<file path="src/rtl/genesis_pad_responder_if.sv">
// rtl/genesis_pad_responder_if.sv - controller-port signal bundle between core and pad emulator
// The responder takes the slave side; the core's pad reader takes the master side.
interface genesis_pad_responder_if;
   logic [11:0] joy;
   logic        mode6;
   logic        th;
   logic [5:0]  pad_out;
   logic [2:0]  phase;

   modport slave (
      input  joy,
      input  mode6,
      input  th,
      output pad_out,
      output phase
   );

   modport master (
      output joy,
      output mode6,
      output th,
      input  pad_out,
      input  phase
   );
endinterface

</file>
<file path="src/rtl/genesis_pad_responder.sv">
// rtl/genesis_pad_responder.sv - Genesis/Mega Drive pad emulator driven by the core's TH select line
// Tracks TH edges into a 3-bit phase {pair, low} and presents the matching active-low button group.
module genesis_pad_responder #(
   parameter int unsigned TIMEOUT_CYCLES = 75000
) (
   input  logic                    clk,
   input  logic                    reset_n,
   genesis_pad_responder_if.slave  pad
);

   localparam int unsigned CW = (TIMEOUT_CYCLES > 1) ? $clog2(TIMEOUT_CYCLES) : 1;
   localparam logic [CW-1:0] CNT_MAX = CW'(TIMEOUT_CYCLES - 1);

   logic          th_s1_q, th_s2_q, th_d_q;
   logic [1:0]    pair_q, pair_d;
   logic          low_q, low_d;
   logic [CW-1:0] cnt_q, cnt_d;
   logic [5:0]    pad_q, pad_d;
   logic [2:0]    phase_d;
   logic          trans;
   logic          timeout;

   assign trans   = (th_s2_q != th_d_q);
   assign timeout = (cnt_q == CNT_MAX);

   always_comb begin
      pair_d = pair_q;
      low_d  = low_q;
      cnt_d  = cnt_q;
      // A TH edge always takes priority over a timeout landing on the same cycle.
      if (trans) begin
         low_d = ~th_s2_q;
         cnt_d = '0;
         if (th_s2_q) begin
            pair_d = pair_q + 2'd1;
         end
      end else if (timeout) begin
         pair_d = 2'd0;
         low_d  = ~th_s2_q;
      end else begin
         cnt_d = cnt_q + CW'(1);
      end
      if (!pad.mode6) begin
         pair_d = 2'd0;
      end
   end

   assign phase_d = {pair_d, low_d};

   always_comb begin
      pad_d = 6'h3F;
      case (phase_d)
         3'd0, 3'd2, 3'd4: pad_d = {~pad.joy[6], ~pad.joy[5], ~pad.joy[0], ~pad.joy[1], ~pad.joy[2], ~pad.joy[3]};
         3'd1, 3'd3:       pad_d = {~pad.joy[7], ~pad.joy[4], 2'b00, ~pad.joy[2], ~pad.joy[3]};
         3'd5:             pad_d = {~pad.joy[7], ~pad.joy[4], 4'b0000};
         3'd6:             pad_d = {~pad.joy[6], ~pad.joy[5], ~pad.joy[8], ~pad.joy[9], ~pad.joy[10], ~pad.joy[11]};
         default:          pad_d = {~pad.joy[7], ~pad.joy[4], 4'b1111};
      endcase
   end

   always_ff @(posedge clk) begin
      if (!reset_n) begin
         th_s1_q <= 1'b1;
         th_s2_q <= 1'b1;
         th_d_q  <= 1'b1;
         pair_q  <= 2'd0;
         low_q   <= 1'b0;
         cnt_q   <= '0;
         pad_q   <= 6'h3F;
      end else begin
         th_s1_q <= pad.th;
         th_s2_q <= th_s1_q;
         th_d_q  <= th_s2_q;
         pair_q  <= pair_d;
         low_q   <= low_d;
         cnt_q   <= cnt_d;
         pad_q   <= pad_d;
      end
   end

   assign pad.pad_out = pad_q;
   assign pad.phase   = {pair_q, low_q};

endmodule

</file>
<file path="src/flat_wrapper.sv">
// flat-port wrapper written by rule: the top's interface ports become plain ports
module genesis_pad_responder_flat 
#(
   parameter int unsigned TIMEOUT_CYCLES = 75000
)
  (clk, reset_n, pad_joy, pad_mode6, pad_th, pad_pad_out, pad_phase);
  genesis_pad_responder_if pad_i ();
  input  logic clk;
  input  logic reset_n;
  input wire logic [$bits(pad_i.joy)-1:0] pad_joy;
  input wire logic [$bits(pad_i.mode6)-1:0] pad_mode6;
  input wire logic [$bits(pad_i.th)-1:0] pad_th;
  output wire logic [$bits(pad_i.pad_out)-1:0] pad_pad_out;
  output wire logic [$bits(pad_i.phase)-1:0] pad_phase;
  assign pad_i.joy = pad_joy;
  assign pad_i.mode6 = pad_mode6;
  assign pad_i.th = pad_th;
  assign pad_pad_out = pad_i.pad_out;
  assign pad_phase = pad_i.phase;
  genesis_pad_responder #(.TIMEOUT_CYCLES(TIMEOUT_CYCLES)) u_core (.clk(clk), .reset_n(reset_n), .pad(pad_i));
endmodule
</file>
<file path="config.mk">
export PLATFORM = sky130hd
export DESIGN_NAME = genesis_pad_responder_flat
export DESIGN_NICKNAME = d
export VERILOG_FILES = /design/src/rtl/genesis_pad_responder_if.sv /design/src/rtl/genesis_pad_responder.sv /design/src/flat_wrapper.sv
export SDC_FILE = /design/constraint.sdc
export NUM_CORES = 1
export LEC_CHECK = 0
export CAP_MARGIN = 20
export CORE_MARGIN = 2
export CORE_UTILIZATION = 52
export CTS_CLUSTER_DIAMETER = 100
export CTS_CLUSTER_SIZE = 12
export DETAILED_ROUTE_END_ITERATION = 8
export GPL_ROUTABILITY_DRIVEN = 0
export PLACE_DENSITY_LB_ADDON = 0.05
export SKIP_LAST_GASP = 1
export SLEW_MARGIN = 20
export SYNTH_ARGS = -nofsm -noshare
export SYNTH_HDL_FRONTEND = slang
export SYNTH_SLANG_ARGS = --single-unit
</file>
<file path="constraint.sdc">
create_clock -name clk -period 2 [get_ports clk]
set_input_delay 0.4 -clock clk [delete_from_list [all_inputs] [get_ports clk]]
set_output_delay 0.4 -clock clk [all_outputs]
set_load 0.05 [all_outputs]
</file>
==> results of run 1 <==
[sequential cells by signal, indices dropped and copies added, names as in the netlist]
signal              cells
u_core.low_q            1
u_core.pad.pad_out      6
u_core.cnt_q           17
u_core.th_d_q           1
u_core.th_s2_q          1
u_core.th_s1_q          1
u_core.pair_q           2
[power groups by stage]
stage                     combinational, mW  clock [mW]  sequential (mW)
after global routing                  0.161       0.439            0.611
after floorplan                      0.0545           0            0.647
final                                 0.149       0.403            0.608
after CTS                             0.149       0.411            0.606
after detailed placement              0.148           0            0.619
after global placement                0.143           0            0.618
[logic make-up after synthesis]
kind of cell | after synthesis | synth area share
compound gates | 31 | 0.147
simple gates | 71 | 0.302
flops | 29 | 0.399
mux | 3 | 0.0241
buf+inv | 17 | 0.0473
fa+ha+maj | 1 | 0.00860
xor+xnor | 12 | 0.0722
[cell usage in the layout, fill, tap and decap left out, types with 2 or more instances in the layout]
master           instances
dfxtp_1                 28
and3_1                   3
and4bb_2                 2
buf_4                    5
nand2_1                 11
o21ai_0                  7
a41oi_1                  4
clkbuf_4                 5
nor3_1                   3
nor4b_2                  2
nand4_1                  3
nand2b_1                 5
or3_1                    3
nand3_1                 11
nor2_1                  16
and2_1                   2
inv_1                   11
xor2_1                   6
clkbuf_8                 2
mux2i_1                  2
clkdlybuf4s50_1         21
a32oi_1                  2
and4_2                   3
o31ai_1                  2
a31oi_1                  2
a21o_1                   2
a21oi_1                  4
o21ai_1                  2
xnor2_1                  6
[worst max-delay path: cells and delay by family, from the launching register on]
kind / cells / cell delay (ns)
compound gates: 3 / 0.78
fa+ha+maj: 1 / 0.17
flops: 1 / 0.39
simple gates: 2 / 0.49
[through the flow]
stage / cell area, µm² / std cells / power (mW)
2_1_floorplan: 1460 / 164 / 0.702
3_3_place_gp: 1720 / 216 / 0.761
3_5_place_dp: 1720 / 216 / 0.767
4_1_cts: 1800 / 224 / 1.17
5_1_grt: 1810 / 224 / 1.21
6_report: 1810 / 224 / 1.16
[final cells by class]
type,count,area (µm²),area share
clock buffers,7,65.1,0.0359
clock inverters,1,5.00,0.00276
inverters,11,41.3,0.0228
multi-input cells,118,820,0.452
flip-flops and latches,29,582,0.321
well taps,31,38.8,0.0214
repair buffers,27,260,0.144
[worst paths after layout]
kind / start / end / slack, ns / cells after the start
worst max-delay path: u_core.cnt_q[0]$_SDFFE_PP0N_ / u_core.pad.pad_out[1]$_SDFF_PN1_ / 0.09 / 6
worst min-delay path: u_core.th_s1_q$_SDFF_PN1_ / u_core.th_s2_q$_SDFF_PN1_ / 0.42 / 1
worst max register to register: u_core.cnt_q[0]$_SDFFE_PP0N_ / u_core.pad.pad_out[1]$_SDFF_PN1_ / 0.09 / 6
worst min register to register: u_core.th_s1_q$_SDFF_PN1_ / u_core.th_s2_q$_SDFF_PN1_ / 0.42 / 1
[timing repair]
item,4_1_cts,5_1_grt
gates resized for setup,1,4
pin swaps,1,1
endpoints found under the setup margin,1,5
[metal layers]
| layer | up-vias | part of all wire | wire [µm] | global-route usage |
|---|---|---|---|---|
| li1 | 642 | - | - | - |
| met2 | 39 | 0.50 | 1600 | 0.353 |
| met4 | 0 | 0.019 | 62 | 0.0897 |
| met5 | - | 0 | 0 | 0 |
| met3 | 7 | 0.060 | 192 | 0.0853 |
| met1 | 628 | 0.42 | 1320 | 0.233 |
==> metrics.txt, run 1 <==
Slew HR=0.646; CP max stage cell=o311a_1; Remaining DRCs=0; die height=56.9 µm; # port buffers=24; max-cap violations=0; top-count cell post-synth=dfxtp_1; Ant. Diodes=0; outcome=finished, final reports clean; Final min period=1.91 ns; crit path max fanout=6; final worst slack=0.0928 ns; dpl hpwl=2440 µm; switching fraction of total power=0.252; Critical Path End Type=flip-flop; fmax=0.524 GHz; Yosys reg bits=29; CP startpoint kind=flip-flop; max-slew violation count=0; Worst Hold Margin=0.417 ns; biggest cell delay along the critical path=0.44 ns; Place WS=-0.00405 ns; initial DRC count=63; Psw=292 µW; H-Tree Depth=2; # setup viols final=0; I/O pin cnt=25; Vias=1,316; fill cell count=242; layout cell share with drive strength beyond 1=0.145; Final Hold Vio Count=0; VDD IR max=0.669 mV; critical path type=flip-flop to flip-flop; Tcrit/Tclk final=0.954; share of flip-flops with an asynchronous set or reset=0; worst-path cell chain=ha_4, and4bb_2, a41oi_1, o311a_1, and3_4, a32oi_1; largest net degree at the start of global routing=17; clk sinks=29; PwrDens=640 nW/µm²; Least-Margin Pin Slew=0.526 ns; ranking of synthesized cells by area=dfxtp_1 (40%), nor2_1 (4.1%), nand3_1 (3.8%); Seq pwr share=0.524; number of post-CTS setup repair buffers=0; clock share of power=0.347; CP arrival=2.15 ns; hold crit path type=flip-flop to flip-flop; number of global-route vias before repair=1,213; Mapped Avg Cell Area=8.87 µm²; initial antenna violation count=0; Comb pwr share=0.128; gr ovfl total=0; CTS tree=built; post-route setup TNS=0 ns; Post-Route WL=3180 µm; Main synth FF type=dfxtp_1; ANT nets after route=0; row cnt=19; Yosys cell types=44; YS warnings=0; Initial Utilization=0.537; Post-synth EDFFs=0; Area Overhead vs Synth=24.5%; total track usage=0.210; DR pass1 iterations=4; synthesized area=1460 µm²; clk_lat worst skew=0.33 ns; cts bufs inserted=5; vias per cell=5.88; Gate Count Post-Synth=164; CTS Root Cell=clkbuf_4; most frequent cells after synthesis=dfxtp_1 (29), nor2_1 (16), inv_1 (11), nand2_1 (11), nand3_1 (11); Nets=209; top cell type's share of synthesized area=0.399; Pint=868 µW; Worst-path clk slew=0.08 ns; CTS Buffer Depth=2; die area=3240 µm²; first-pass GRT wire length=5280 µm; CP required=2.25 ns; Die X=56.9 µm; sequential share of the synthesized area=0.399; unrepaired setup endpoints after global routing=yes; CTS hold repair buffers=0; drt wl/cell=14.2 µm; Post-Syn Nets=181; Worst Skew=0.0109 ns; post-synth top area cell=dfxtp_1; Leak Pwr=0.697 nW; post-layout util=0.669; Core ar.=2710 µm²
No activity file was read; power rests on OpenSTA's default activity.
==> run 2: changes to the inputs <==
Settings changed: CORE_MARGIN 2 to unset, PLACE_DENSITY set to 0.8, PLACE_DENSITY_LB_ADDON 0.05 to unset.
==> run 2 against run 1 <==
Flip-flop and latch count did not move. Hold slack better by 0.024 ns. Largest power group unchanged. Setup slack lost 0.019 ns. Fmax shrank 0.99%. Final cell count shrank 0.45%. Clock skew is essentially flat. Total power down 5.7%. Critical endpoint unchanged.
==> metrics.txt, run 2 (synthesis gave the netlist of run 1 again) <==
Vias=1,284; unrepaired setup endpoints after global routing=no; Resized cells post-CTS=0; CTS tree=built; Worst Skew=0.0114 ns; commonest non-fill, non-tap cell in the layout=dfxtp_1; Most flops, register=u_core.cnt_q; Leak Pwr=0.682 nW; cts bufs inserted=5; post-route setup TNS=0 ns; Tcrit/Tclk final=0.963; gr ovfl total=0; max-slew violation count=0; I/O pin cnt=25; CTS Buffer Depth=2; Nets=209; DR pass1 iterations=5; worst-path cell chain=and4_1, a41oi_1, o311a_1, and3_4, a32oi_1; initial DRC count=18; dpl hpwl=2460 µm; outcome=finished, final reports clean; worst hold endpoint=u_core.th_s2_q$_SDFF_PN1_; CP arrival=2.18 ns; fmax=0.519 GHz; ANT nets after route=0; H-Tree Depth=2; beginning of the worst hold path=u_core.th_s1_q$_SDFF_PN1_; PwrDens=611 nW/µm²; fill cell count=216; wire length on met2=1590 µm; Hold Crit Depth=1; CTS hold repair buffers=0; crit path max fanout=8; layout cell share with drive strength beyond 1=0.124; Remaining DRCs=0; worst reg2reg endpoint=u_core.pad.pad_out[1]$_SDFF_PN1_; Largest register FFs=17; Critical Path End Type=flip-flop; clk_lat worst skew=0.33 ns; CTS Root Cell=clkbuf_4; clk sinks=29; met3 WL=156 µm; Ant. Diodes=0; die area=3010 µm²; CP max stage cell=o311a_1; die height=54.9 µm; CP Buf/Inv Count=0; Final min period=1.93 ns; critical path type=flip-flop to flip-flop; most frequent cells in the layout=dfxtp_1 (28), clkdlybuf4s50_1 (21), nor2_1 (16); Post-Route WL=3240 µm; first-pass GRT wire length=5000 µm; total track usage=0.242; drt wl/cell=14.5 µm; number of global-route vias before repair=1,212; number of post-CTS setup repair buffers=0; largest net degree at the start of global routing=17; CP required=2.25 ns; fin area=1790 µm²; Area Overhead vs Synth=22.9%; CP startpoint kind=flip-flop; Top Layer Used=met4; VDD IR max=0.669 mV; placed inst area=1720 µm²; hold crit path type=flip-flop to flip-flop; Crit path max-delay family=compound AO/OA/AOI/OAI gates; Die X=54.9 µm; Final Hold Vio Count=0; Worst Reg2Reg Path Length in Cells=5; Core ar.=2570 µm²; row cnt=18; Slew HR=0.651; # setup viols final=0; Post-Route M1 WL=1430 µm; # port buffers=24; initial antenna violation count=0; biggest cell delay along the critical path=0.44 ns; Least-Margin Pin Slew=0.522 ns; Initial Utilization=0.567; vias per cell=5.76; max-cap violations=0; Critical R2R Launch=u_core.cnt_q[4]$_SDFFE_PP0N_; flop-to-flop setup slack=0.07 ns; Worst-path clk slew=0.09 ns
==> run 2: layer usage <==
| metal | global-route usage | vias to the layer above |
|---|---|---|
| li1 | - | 647 |
| met1 | 0.247 | 599 |
| met2 | 0.440 | 31 |
| met3 | 0.0710 | 7 |
| met4 | 0.125 | 0 |
| met5 | 0 | - |
==> run 2: how the worst max path moves through the flow <==
| stage | start | to | slack, ns | depth (start not counted) |
|---|---|---|---|---|
| 2_1_floorplan | u_core.cnt_q[0]$_SDFFE_PP0N_ | u_core.pad.pad_out[0]$_SDFF_PN1_ | 0.19 | 6 |
| 3_3_place_gp | u_core.cnt_q[1]$_SDFFE_PP0N_ | u_core.pad.pad_out[1]$_SDFF_PN1_ | 0.14 | 6 |
| 3_5_place_dp | u_core.cnt_q[1]$_SDFFE_PP0N_ | u_core.pad.pad_out[1]$_SDFF_PN1_ | 0.08 | 6 |
| 4_1_cts | u_core.low_q$_SDFF_PN0_ | pad_phase[0] | 0.01 | 1 |
| 5_1_grt | u_core.cnt_q[8]$_SDFFE_PP0N_ | u_core.pad.pad_out[1]$_SDFF_PN1_ | 0.02 | 5 |
| 6_report | u_core.cnt_q[4]$_SDFFE_PP0N_ | u_core.pad.pad_out[1]$_SDFF_PN1_ | 0.07 | 5 |
==> run 2: through the flow <==
stage / std cells / total power, mW / worst slack (ns) / hold slack, ns / util
after floorplan: 164 / 0.702 / 0.187 / 0.386 / -
after global routing: 223 / 1.14 / 0.0164 / 0.483 / 0.696
after global placement: 215 / 0.761 / 0.139 / 0.396 / 0.671
after CTS: 223 / 1.10 / 0.0117 / 0.450 / 0.690
after detailed placement: 215 / 0.764 / 0.0751 / 0.427 / 0.671
final: 223 / 1.09 / 0.0737 / 0.441 / 0.696
==> run 2: power by group <==
part / total, mW / internal (mW) / leakage (nW) / switching (mW)
Sequential: 0.608 / 0.595 / 0.237 / 0.0137
Clock: 0.337 / 0.140 / 0.0265 / 0.197
Combinational: 0.148 / 0.0691 / 0.419 / 0.0787
==> run 2: area by class of cell <==
cell class / count / area, µm² / area share
flip-flops and latches: 29 / 582 / 0.325
well taps: 30 / 37.5 / 0.0210
multi-input cells: 118 / 818 / 0.458
inverters: 11 / 41.3 / 0.0231
clock buffers: 8 / 48.8 / 0.0273
repair buffers: 27 / 260 / 0.146
